File: src/rtl/polar_pkg.sv
// Shared types, defaults and configuration checks for the polar frame loader.
package polar_pkg;

  typedef enum logic [2:0] {
    FETCH_RD,
    FETCH_CAP,
    FETCH_GAP,
    MAP,
    OUT
  } loaderState_e;

  localparam int              DEFAULT_WIDTH     = 8;
  localparam int              DEFAULT_N         = 16;
  localparam int              DEFAULT_K         = 8;
  localparam logic [15:0]     DEFAULT_INFO_MASK = 16'hFE80;
  localparam int              MAX_MASK_BITS     = 1024;

  function automatic int popcount(input logic [MAX_MASK_BITS-1:0] mask);
    int count;
    count = 0;
    for (int b = 0; b < MAX_MASK_BITS; b++) begin
      if (mask[b]) count++;
    end
    return count;
  endfunction

  // A configuration is usable only if the mask selects exactly K positions
  // and the info block splits into whole FIFO words.
  function automatic bit maskValid(input logic [MAX_MASK_BITS-1:0] mask,
                                   input int k, input int width);
    return (width > 0) && (k > 0) && (popcount(mask) == k) && ((k % width) == 0);
  endfunction

  localparam bit DEFAULT_CFG_OK = maskValid(MAX_MASK_BITS'(DEFAULT_INFO_MASK),
                                            DEFAULT_K, DEFAULT_WIDTH);

endpackage

File: src/rtl/polar_info_mapper.sv
// Scatters K info bits into the N-bit u vector, one position per cycle,
// placing info bits at set mask positions and zeros elsewhere.
module polar_info_mapper
  import polar_pkg::*;
#(
  parameter int           N         = DEFAULT_N,
  parameter int           K         = DEFAULT_K,
  parameter logic [N-1:0] INFO_MASK = N'(DEFAULT_INFO_MASK)
) (
  input  logic         clk_i,
  input  logic         rst_i,
  input  logic         start_i,
  input  logic [K-1:0] info_i,
  output logic         done_o,
  output logic [N-1:0] u_o
);

  localparam int IW = $clog2(N);
  localparam int JW = $clog2(K + 1);

  logic          active_q, active_d;
  logic [IW-1:0] pos_q, pos_d;
  logic [JW-1:0] infoIdx_q, infoIdx_d;
  logic [N-1:0]  u_q, u_d;
  logic          infoBit;

  always_ff @(posedge clk_i or posedge rst_i) begin
    if (rst_i) begin
      active_q  <= 1'b0;
      pos_q     <= '0;
      infoIdx_q <= '0;
      u_q       <= '0;
    end else begin
      active_q  <= active_d;
      pos_q     <= pos_d;
      infoIdx_q <= infoIdx_d;
      u_q       <= u_d;
    end
  end

  always_comb begin
    infoBit = 1'b0;
    for (int b = 0; b < K; b++) begin
      if (infoIdx_q == JW'(b)) infoBit = info_i[b];
    end
  end

  // Position i is written in the cycle it is visited; j advances only on info positions.
  always_comb begin
    active_d  = active_q;
    pos_d     = pos_q;
    infoIdx_d = infoIdx_q;
    u_d       = u_q;
    if (start_i) begin
      active_d  = 1'b1;
      pos_d     = '0;
      infoIdx_d = '0;
    end else if (active_q) begin
      if (INFO_MASK[pos_q]) begin
        u_d[pos_q] = infoBit;
        infoIdx_d  = infoIdx_q + JW'(1);
      end else begin
        u_d[pos_q] = 1'b0;
      end
      pos_d = pos_q + IW'(1);
      if (pos_q == IW'(N - 1)) active_d = 1'b0;
    end
  end

  assign done_o = active_q && (pos_q == IW'(N - 1));
  assign u_o    = u_q;

endmodule

File: src/rtl/polar_frame_loader.sv
// Pulls info words from the async FIFO read port, maps them into a polar u
// vector and offers it to the butterfly encoder over valid/ready.
module polar_frame_loader
  import polar_pkg::*;
#(
  parameter int           WIDTH     = DEFAULT_WIDTH,
  parameter int           N         = DEFAULT_N,
  parameter int           K         = DEFAULT_K,
  parameter logic [N-1:0] INFO_MASK = N'(DEFAULT_INFO_MASK)
) (
  input  logic             rclk,
  input  logic             rst,
  output logic             rinc,
  input  logic [WIDTH-1:0] rdata,
  input  logic             rempty,
  output logic [N-1:0]     u_vec,
  output logic             u_valid,
  input  logic             u_ready,
  output logic             busy
);

  localparam int W  = K / WIDTH;
  localparam int CW = $clog2(W) + 1;

  if (!maskValid(MAX_MASK_BITS'(INFO_MASK), K, WIDTH)) begin : gBadConfig
    $error("polar_frame_loader: popcount(INFO_MASK) must equal K and K must be a multiple of WIDTH");
  end

  loaderState_e  state_q, state_d;
  logic [CW-1:0] wordCnt_q, wordCnt_d;
  logic [K-1:0]  info_q, info_d;
  logic          rincRaw;
  logic          mapStart;
  logic          mapDone;

  always_ff @(posedge rclk or posedge rst) begin
    if (rst) begin
      state_q   <= FETCH_RD;
      wordCnt_q <= '0;
      info_q    <= '0;
    end else begin
      state_q   <= state_d;
      wordCnt_q <= wordCnt_d;
      info_q    <= info_d;
    end
  end

  // The GAP cycle gives the FIFO's registered empty flag time to reflect the
  // read just taken, so rempty is only ever trusted in FETCH_RD.
  always_comb begin
    state_d   = state_q;
    wordCnt_d = wordCnt_q;
    info_d    = info_q;
    rincRaw   = 1'b0;
    mapStart  = 1'b0;
    case (state_q)
      FETCH_RD: begin
        if (!rempty) begin
          rincRaw = 1'b1;
          state_d = FETCH_CAP;
        end
      end
      FETCH_CAP: begin
        for (int w = 0; w < W; w++) begin
          if (wordCnt_q == CW'(w)) info_d[w*WIDTH +: WIDTH] = rdata;
        end
        wordCnt_d = wordCnt_q + CW'(1);
        state_d   = FETCH_GAP;
      end
      FETCH_GAP: begin
        if (wordCnt_q == CW'(W)) begin
          wordCnt_d = '0;
          mapStart  = 1'b1;
          state_d   = MAP;
        end else begin
          state_d = FETCH_RD;
        end
      end
      MAP: begin
        if (mapDone) state_d = OUT;
      end
      OUT: begin
        if (u_ready) begin
          info_d  = '0;
          state_d = FETCH_RD;
        end
      end
      default: state_d = FETCH_RD;
    endcase
  end

  polar_info_mapper #(
    .N        (N),
    .K        (K),
    .INFO_MASK(INFO_MASK)
  ) uMapper (
    .clk_i  (rclk),
    .rst_i  (rst),
    .start_i(mapStart),
    .info_i (info_q),
    .done_o (mapDone),
    .u_o    (u_vec)
  );

  // Reset forces FETCH_RD, so the read request is masked to keep it low while reset is held.
  assign rinc    = rincRaw & ~rst;
  assign u_valid = (state_q == OUT);
  assign busy    = !((state_q == FETCH_RD) && (wordCnt_q == '0));

endmodule
File: config.mk
export PLATFORM = sky130hd
export DESIGN_NAME = polar_frame_loader
export DESIGN_NICKNAME = d
export VERILOG_FILES = /design/src/rtl/polar_pkg.sv /design/src/rtl/polar_info_mapper.sv /design/src/rtl/polar_frame_loader.sv
export SDC_FILE = /design/constraint.sdc
export NUM_CORES = 1
export LEC_CHECK = 0
export ABC_CLOCK_PERIOD_IN_PS = 2400
export CORE_MARGIN = 2
export CORE_UTILIZATION = 50
export CTS_CLUSTER_DIAMETER = 80
export DETAILED_ROUTE_END_ITERATION = 8
export GPL_TIMING_DRIVEN = 1
export PLACE_DENSITY = 0.84
export SLEW_MARGIN = 0
export SYNTH_ARGS = -nofsm -noshare
export SYNTH_HDL_FRONTEND = slang
export SYNTH_SLANG_ARGS = --single-unit
File: constraint.sdc
create_clock -name rclk -period 2.4 [get_ports rclk]
set_clock_uncertainty 0.05 [all_clocks]
set_input_delay 0.48 -clock rclk [delete_from_list [all_inputs] [get_ports rclk]]
set_output_delay 0.48 -clock rclk [all_outputs]
set_load 0.05 [all_outputs]
# Word-level counts from Yosys, hierarchy flattened
# Memory sizes are Yosys's and may differ from the RTL's.
# Index checks and enable logic that the tools add are counted.
# W data, S select, Z words.
# totals
memories	1
in_bits	12
regBits	37
output_inout_bits	19
mem_bits_ro	16
wordCells	83
# op_classes
n_reduce_logical	14
magnitude_cmp	2
n_mux	34
n_bitwise	6
n_addsub	3
n_eq_ne	16
# mem_list
memory	depth	width	rd	rd_ports_with_merged_regs	write_ports	line	source
(name not given)	16	1	1	0	0	polar_info_mapper.sv:59	if (INFO_MASK[pos_q]) begin
# ops
operator	count
$mux W4	5
$mux W1	17
$and A16 B16 Y16	1
$bwmux W16	1
$eq A4 B3 Y1 const B	4
$mux W16	1
$mux W8	2
$not A16 Y16	1
$pmux W8 S2	1
$pmux W3 S5	1
$mux W3	3
$add A4 B1 Y4 const B	2
$eq A4 B2 Y1 const B	2
$reduce_bool A2 Y1	4
$eq A3 B2 Y1 const B	2
$ne A2 B2 Y1 const B	3
$reduce_and A3 Y1	2
$lt A4 B5 Y1 const B	1
$demux W1 S4	1
$eq A4 B1 Y1 const B	1
$eq A4 B4 Y1 const B	1
$ge A4 B1 Y1 const B	1
$logic_not A4 Y1	1
$reduce_and A2 Y1	2
other kinds (11)	15

# Longest topological paths before layout
# Gate-level depths: netlist of run 1.
# logic_depth
depth_word	11
depth_mapped	9
mapped_depth_nobuf	6

# Cells and area by module
# Synthesis of run 1 repeated with hierarchy kept, for this count alone.
# unflattened
hier_cells	186
hier_area_um2	1949.4
# modules_own_cells
mod	area_each_um2	cells_each	seq_area_each_um2	instances
polar_info_mapper	1391.3	139	625.6	1
polar_frame_loader	558.0	47	300.3	1

# Worst setup path after synthesis of run 1
# Ideal clock, no wire load.
# synth_path
path_type	register -> output
from	register state_q[1]
to	output rinc
stages_incl_launch_ff	4
arrival_ns	2.285
required_time_ns	1.870
slack_ns	-0.415
path_buffers	1
path_cell_list	dfrtp_1 buf_2 nor2_1 nor4b_1
# synth_between
elab_chain_len	3
# synth_lines
item	line	source
start: declaration	polar_frame_loader.sv:29	loaderState_e state_q, state_d;
start signal: assignment	polar_frame_loader.sv:42	state_q <= state_d;
$logic_not A3 Y1	polar_frame_loader.sv:56	case (state_q)
$mux W1	polar_frame_loader.sv:56	
$and A1 B1 Y1	polar_frame_loader.sv:106	assign rinc = rincRaw & ~rst;
end: declaration	polar_frame_loader.sv:13	output logic rinc,
# Every way passes these cells.

# Worst setup path after layout of run 1
# layout_path
from	register uMapper.pos_q[0]
to	register uMapper.u_q[15] (netlist: uMapper.u_o[15])
# layout_between
elab_chain_len	7
word_cells_on_any_way	11
classes_between	2 x order compare; 5 x mux; 2 x bitwise; 1 x reduce/logical; 1 x memory
# layout_lines
item	line	source
start: declaration	polar_info_mapper.sv:22	logic [IW-1:0] pos_q, pos_d;
start signal: assignment	polar_info_mapper.sv:35	pos_q <= pos_d;
$lt A4 B5 Y1 (not written as such) / $ge A4 B1 Y1 (equally long branches)	polar_info_mapper.sv:60, polar_info_mapper.sv:63	
$logic_and A1 B1 Y1 (not written as such)	polar_info_mapper.sv:60, polar_info_mapper.sv:63	
$mux W1 (not written as such)	polar_info_mapper.sv:60, polar_info_mapper.sv:63	
$demux W1 S4	--	
$not A16 Y16 (no source line)	--	
$and A16 B16 Y16 (no source line)	--	
$mux W16 (*)	polar_info_mapper.sv:59	
end signal: assignment	polar_info_mapper.sv:37	u_q <= u_d;
end: declaration	polar_info_mapper.sv:24	logic [N-1:0] u_q, u_d;
# Every way passes the cells marked *; elsewhere a longest branch is shown, timed or not. The select of a mux whose other input is x is not followed.
# A chain may end at the register's enable or synchronous reset.

==> results of run 1 <==
[final cells by class]
type	instances	area [µm²]	share of cell area, %
Multi-Input combinational cell	126	933	39.3
Timing Repair Buffer	33	333	14.0
Sequential cell	37	926	39.0
Inverter	10	37.5	1.58
Tap cell	48	60.1	2.53
Clock buffer	7	86.3	3.63
[worst max-delay path by stage]
stage,from,endpoint,slack (ps)
after global routing,uMapper.pos_q[1],uMapper.u_o[15],70
after detailed placement,uMapper.pos_q[0],uMapper.u_o[15],150
after global placement,uMapper.pos_q[0],uMapper.u_o[15],230
final,uMapper.pos_q[0],uMapper.u_o[15],190
after CTS,state_q[1],busy,60
after floorplan,state_q[1],rinc,290
[metal layers]
layer,vias to the layer above,global-route usage [%]
met3,6,5.57
met5,-,0
li1,736,-
met2,47,31.8
met4,0,6.89
met1,718,27.5
[per-stage QoR]
| step | setup WS, ps | cell area [µm²] |
|---|---|---|
| after floorplan | 294 | 1970 |
| after global placement | 228 | 2280 |
| after detailed placement | 154 | 2280 |
| after CTS | 63.8 | 2360 |
| after global routing | 73.5 | 2380 |
| final | 188 | 2380 |
[flip-flops by register name, summed over array words and instances (netlist names)]
signal,count
uMapper.infoIdx_q,4
uMapper.pos_q,4
state_q,3
wordCnt_q,1
uMapper.active_q,1
info_q,8
uMapper.u_o,16
[worst reg2reg max path: stages, from the launching register on]
cell and delay [ps]:
dfrtp_1 430, inv_1 90, ha_1 290, and3b_1 260, a311oi_2 370, o311ai_4 290
a311oi_1 330
[power groups by stage]
stage | Clock (mW) | Combinational (mW) | Sequential, mW
3_5_place_dp | 0 | 2.08 | 1.20
3_3_place_gp | 0 | 2.04 | 1.20
2_1_floorplan | 0 | 1.26 | 1.50
5_1_grt | 0.475 | 2.29 | 1.24
4_1_cts | 0.441 | 2.09 | 1.20
6_report | 0.432 | 2.12 | 1.20
[timing repair]
action | 4_1_cts | 5_1_grt
resized for setup | 0 | 2
hold buffers | 0 | 0
endpoints found under the setup margin | 0 | 16
[kinds of logic after synthesis]
kind of cell,after synthesis
AO/OA/AOI/OAI,54
XOR/XNOR,5
adder cells (fa/ha/maj),9
buffers and inverters,26
flip-flops,37
multiplexers,5
AND/OR/NAND/NOR,53
[layout by cell type, fill, tap and decap left out, types with 2 or more instances in the layout]
cell              n
o21bai_1          2
inv_1            10
nand2_1           5
dfrtp_1          37
a22o_1            8
or3_1             2
nor2b_1           2
mux2i_1           5
a21oi_1          19
clkbuf_8          6
nand3b_1          2
o32ai_1           2
nor4b_2           2
nand3_1          16
o2bb2ai_1        14
xor2_1            2
nor2_1           15
clkdlybuf4s50_1  27
buf_4             4
ha_1              9
xnor2_1           3
a31oi_1           2
==> out/metrics.yaml, run 1 <==
drc: 0
reg2reg_from: "uMapper.pos_q[0]"
met2_length_mm: 1.88
antenna_found_initial: 0
min_path_type: "flip-flop to flip-flop"
drive_gt1_share_pct: 8.45
start_util_pct: 52.8
io_pins: 31
grtUsageTotal_pct: 20.4
cp_top_family: "compound AO/OA/AOI/OAI gates"
cp_slowest_cell: "dfrtp_1"
hp-start: "uMapper.u_o[2]"
worst_setup_path_end_kind: "flip-flop"
r2r_setup_slack_ps: 190
synth_compound_area_share_pct: 21.6
place_congestion: 0.790
crit_chain: "inv_1, ha_1, and3b_1, a311oi_2, o311ai_4, a311oi_1"
chipHeight_um: 66.6
fp.dieW_um: 66.6
grt_max_degree: 38
wl_met1_mm: 1.87
synth_top_area_share_pct: 47.2
hpwl_mm: 2.78
rsz0062_at_grt: "no"
syn_to_final_growth_pct: 21.1
cts.sinks: 37
ys_types: 40
post_cts_buffers: 0
dr.first_iter.drc_count: 64
period_needed_ps: 2210
slew_headroom_pct: 55.9
clkPwrFrac_pct: 11.5
instances_no_fill: 261
cpPeakStageDelay_ps: 430
hold_depth: 1
yosys-mux-area-fraction_pct: 2.55
p_total_mw: 3.75
ys_dominant_reg_cell: "dfrtp_1"
synthCells: 189
worst_pin_slew_ps: 660
fp.coreArea_mm2: 0.00372
min_to: "uMapper.u_o[2]"
synth_commonest_cells: "dfrtp_1, a21oi_1, nand3_1"
synthTopCellsByArea: "dfrtp_1, o2bb2ai_1, ha_1"
reg2regPathDepth: 6
pwr-share-comb_pct: 56.5
outcome: "finished clean"
placed_cells: 254
cp.depth: 6
crit_buf_inv: 1
syn_area_per_cell_um2: 10.4
fin_util_pct: 63.9
ant_nets: 0
syn-num-nets: 210
fmax_mhz: 452
tns_ps: 0
fin_nets: 234
die_area_mm2: 0.00444
ys_ff_latch: 37
drt-total-wl_mm: 4.02
fin_crit_sh_pct: 92.2
synth_area_leader_cell: "dfrtp_1"
detail_route.wl_per_cell_um: 15.4
fin_hold_ws_ps: 444
final_hold_viol_count: 0
ys_seq_area_share_pct: 47.2
sw_frac_of_total_pct: 47.4
clk_latency_ps: 290
cts_buffer_depth: 2
overflow: 0
ir_drop_mv: 0.720
yosysMostFrequentCell: "dfrtp_1"
synth_area_mm2: 0.00196
synth_xor_area_share_pct: 2.23
critPathKind: "flip-flop to flip-flop"
drtPass1Iterations: 4
vias: 1507
power.density_mw_per_mm2: 1580
worst-endpoint-arrival_ps: 2360
grt_pass1_wl_mm: 6.67
seqPwrFrac_pct: 31.9
synth_edf_count: 0
reg2reg_to: "uMapper.u_o[15]"
antenna_cells: 0
cts_tree: "built"
yosys_warnings: 0
synth_top_family_by_area: "compound AO/OA/AOI/OAI gates"
max_cap_viol_count: 0
cts.reportedPaths.clkPinSlew_ps: 70
leakage_nw: 1.02
start_kind: "flip-flop"
setup_violations: 0
cp_data_required_time_ps: 2550
internal_power_mw: 1.97
wl_met3_um: 208
cts_buffers: 5
rows: 22
yosys.area_share.adder_pct: 5.74
fillers: 295
p_switching_mw: 1.78
synth-simple-area-share_pct: 14.7
top_layer_used: "met4"
grt_pass1_vias: 1407
async_flop_share_pct: 100
drv_slew: 0
cts_root_buffer: "clkbuf_8"
path_max_fanout: 15
io_buffers: 30
htreeDepth: 2
post_drt_via_cell_ratio: 5.77
(Power assumes the default switching activity.)
==> inputs of run 2 (changes only) <==
--- a/config.mk
+++ b/config.mk
@@ -6,6 +6,7 @@
 export NUM_CORES = 1
 export LEC_CHECK = 0
 export ABC_CLOCK_PERIOD_IN_PS = 2400
+export CORE_ASPECT_RATIO = 1.2
 export CORE_MARGIN = 2
 export CORE_UTILIZATION = 50
 export CTS_CLUSTER_DIAMETER = 80
==> out/metrics.yaml, run 2 (same netlist as run 1, synthesis figures left out) <==
drive_gt1_share_pct: 9.77
cts_tree: "built"
final_cell_area_mm2: 0.00239
max_cap_viol_count: 0
cts_buffers: 5
final_hold_viol_count: 0
grtUsageTotal_pct: 20.9
io_buffers: 30
fp.coreArea_mm2: 0.00369
die_area_mm2: 0.00444
cts.reportedPaths.clkPinSlew_ps: 60
worst_pin_slew_ps: 670
cts_buffer_depth: 2
min_path_type: "flip-flop to flip-flop"
slew_headroom_pct: 55.4
cpPeakStageDelay_ps: 430
reg2reg_to: "uMapper.u_o[0]"
tns_ps: 0
hold_depth: 1
io_pins: 31
instances_no_fill: 267
worst-endpoint-arrival_ps: 2320
setup_violations: 0
multi_input_area_um2: 923
period_needed_ps: 2150
fin_nets: 235
grt_use_met1_pct: 28.2
worst_setup_path_end_kind: "flip-flop"
grt_max_degree: 38
dpl_cell_area_mm2: 0.00229
cp_data_required_time_ps: 2560
power.density_mw_per_mm2: 1580
outcome: "finished clean"
use_met2_pct: 31.2
syn_to_final_growth_pct: 22.0
antenna_cells: 0
ant_nets: 0
drtPass1Iterations: 6
rows: 24
clk_latency_ps: 300
cts.sinks: 37
ctsHoldBuffers: 0
rsz0062_at_grt: "no"
reg2regPathDepth: 7
path_max_fanout: 12
drt-total-wl_mm: 3.98
place_congestion: 0.833
grt_pass1_wl_mm: 6.74
largest_reg_flops: 16
ir_drop_mv: 0.610
fillers: 315
cp_slowest_cell: "dfrtp_1"
leakage_nw: 1.03
fmax_mhz: 465
internal_power_mw: 2.01
hpwl_mm: 2.81
cts_root_buffer: "clkbuf_8"
final_common_cell: "dfrtp_1"
overflow: 0
crit_chain: "inv_1, ha_1, and3b_1, a311oi_2, o311ai_2, buf_4, o2bb2ai_1"
htreeDepth: 2
busiest_layer: "met2"
fp.dieW_um: 61.2
p_switching_mw: 1.77
start_util_pct: 53.1
r2r_setup_slack_ps: 250
placed_cells: 259
critPathKind: "flip-flop to flip-flop"
start_kind: "flip-flop"
seqPwrFrac_pct: 31.3
vias: 1479
antenna_found_initial: 0
detail_route.wl_per_cell_um: 14.9
clkPwrFrac_pct: 12.5
drv_slew: 0
grt_pass1_vias: 1411
crit_start: "uMapper.pos_q[0]"
reg2reg_from: "uMapper.pos_q[0]"
fin_util_pct: 64.8
sw_frac_of_total_pct: 46.9
regArea_um2: 926
layout_common_cells: "dfrtp_1, clkdlybuf4s50_1, a21oi_1, nand3_1, nor2_1"
chipHeight_um: 72.6
drc: 0
dr.first_iter.drc_count: 83
fin_crit_sh_pct: 89.7
critical_path.endpoint: "uMapper.u_o[0]"
pwr-share-comb_pct: 56.2
use_met3_pct: 5.85
post_drt_via_cell_ratio: 5.54
p_total_mw: 3.78
run 2: cell types whose count changed in the layout (fill, tap and decap cells not counted), sizes merged:
cell	before	now
clkinv	0	1
buf	5	6
run 2: layout make-up:
class	instances	area share (%)
clock buffer	7	4.03
sequential	37	38.7
clock inverter	1	0.209
inverter	10	1.57
multi-input combinational	126	38.6
tap	52	2.72
timing repair buffer	34	14.2
run 2: repair_timing:
action,in CTS,in global routing
setup buffers,0,0
endpoints found under the hold margin,0,0
gates resized for setup,0,1
endpoints found under the setup margin,0,1
run 2: worst min path at each step:
stage | start | endpoint | slack, ps
finish | uMapper.u_o[3] | uMapper.u_o[3] | 440
global route | uMapper.u_o[14] | uMapper.u_o[14] | 460
CTS | uMapper.u_o[3] | uMapper.u_o[3] | 440
detailed placement | uMapper.u_o[3] | uMapper.u_o[3] | 420
global placement | uMapper.u_o[9] | uMapper.u_o[9] | 420
floorplan | info_q[2] | info_q[2] | 420
run 2: critical path, delay by kind of cell, from the launching register on:
family                     cells  cell delay [ps]
AOI/OAI and AO/OA              3              690
DFF                            1              430
buffers and inverters          2              310
adders and majority gates      1              310
and+or+nand+nor                1              280
run 2: per-layer routing:
| layer | up-vias | share of wire (%) |
|---|---|---|
| li1 | 739 | - |
| met1 | 705 | 45 |
| met2 | 28 | 49 |
| met5 | - | 0 |
| met3 | 7 | 3.4 |
| met4 | 0 | 2.1 |
run 2: metrics by stage:
stage / hold WS (ps) / setup slack (ps)
4_1_cts: 443 / 16.1
3_3_place_gp: 425 / 348
5_1_grt: 459 / 98.0
2_1_floorplan: 415 / 294
3_5_place_dp: 424 / 276
6_report: 442 / 248
run 2: power by group through the flow:
stage	clock (mW)	sequential (mW)	combinational (mW)
floorplan	0	1.50	1.26
global placement	0	1.19	2.06
detailed placement	0	1.19	2.11
CTS	0.486	1.18	2.13
global route	0.507	1.23	2.32
finish	0.473	1.19	2.12
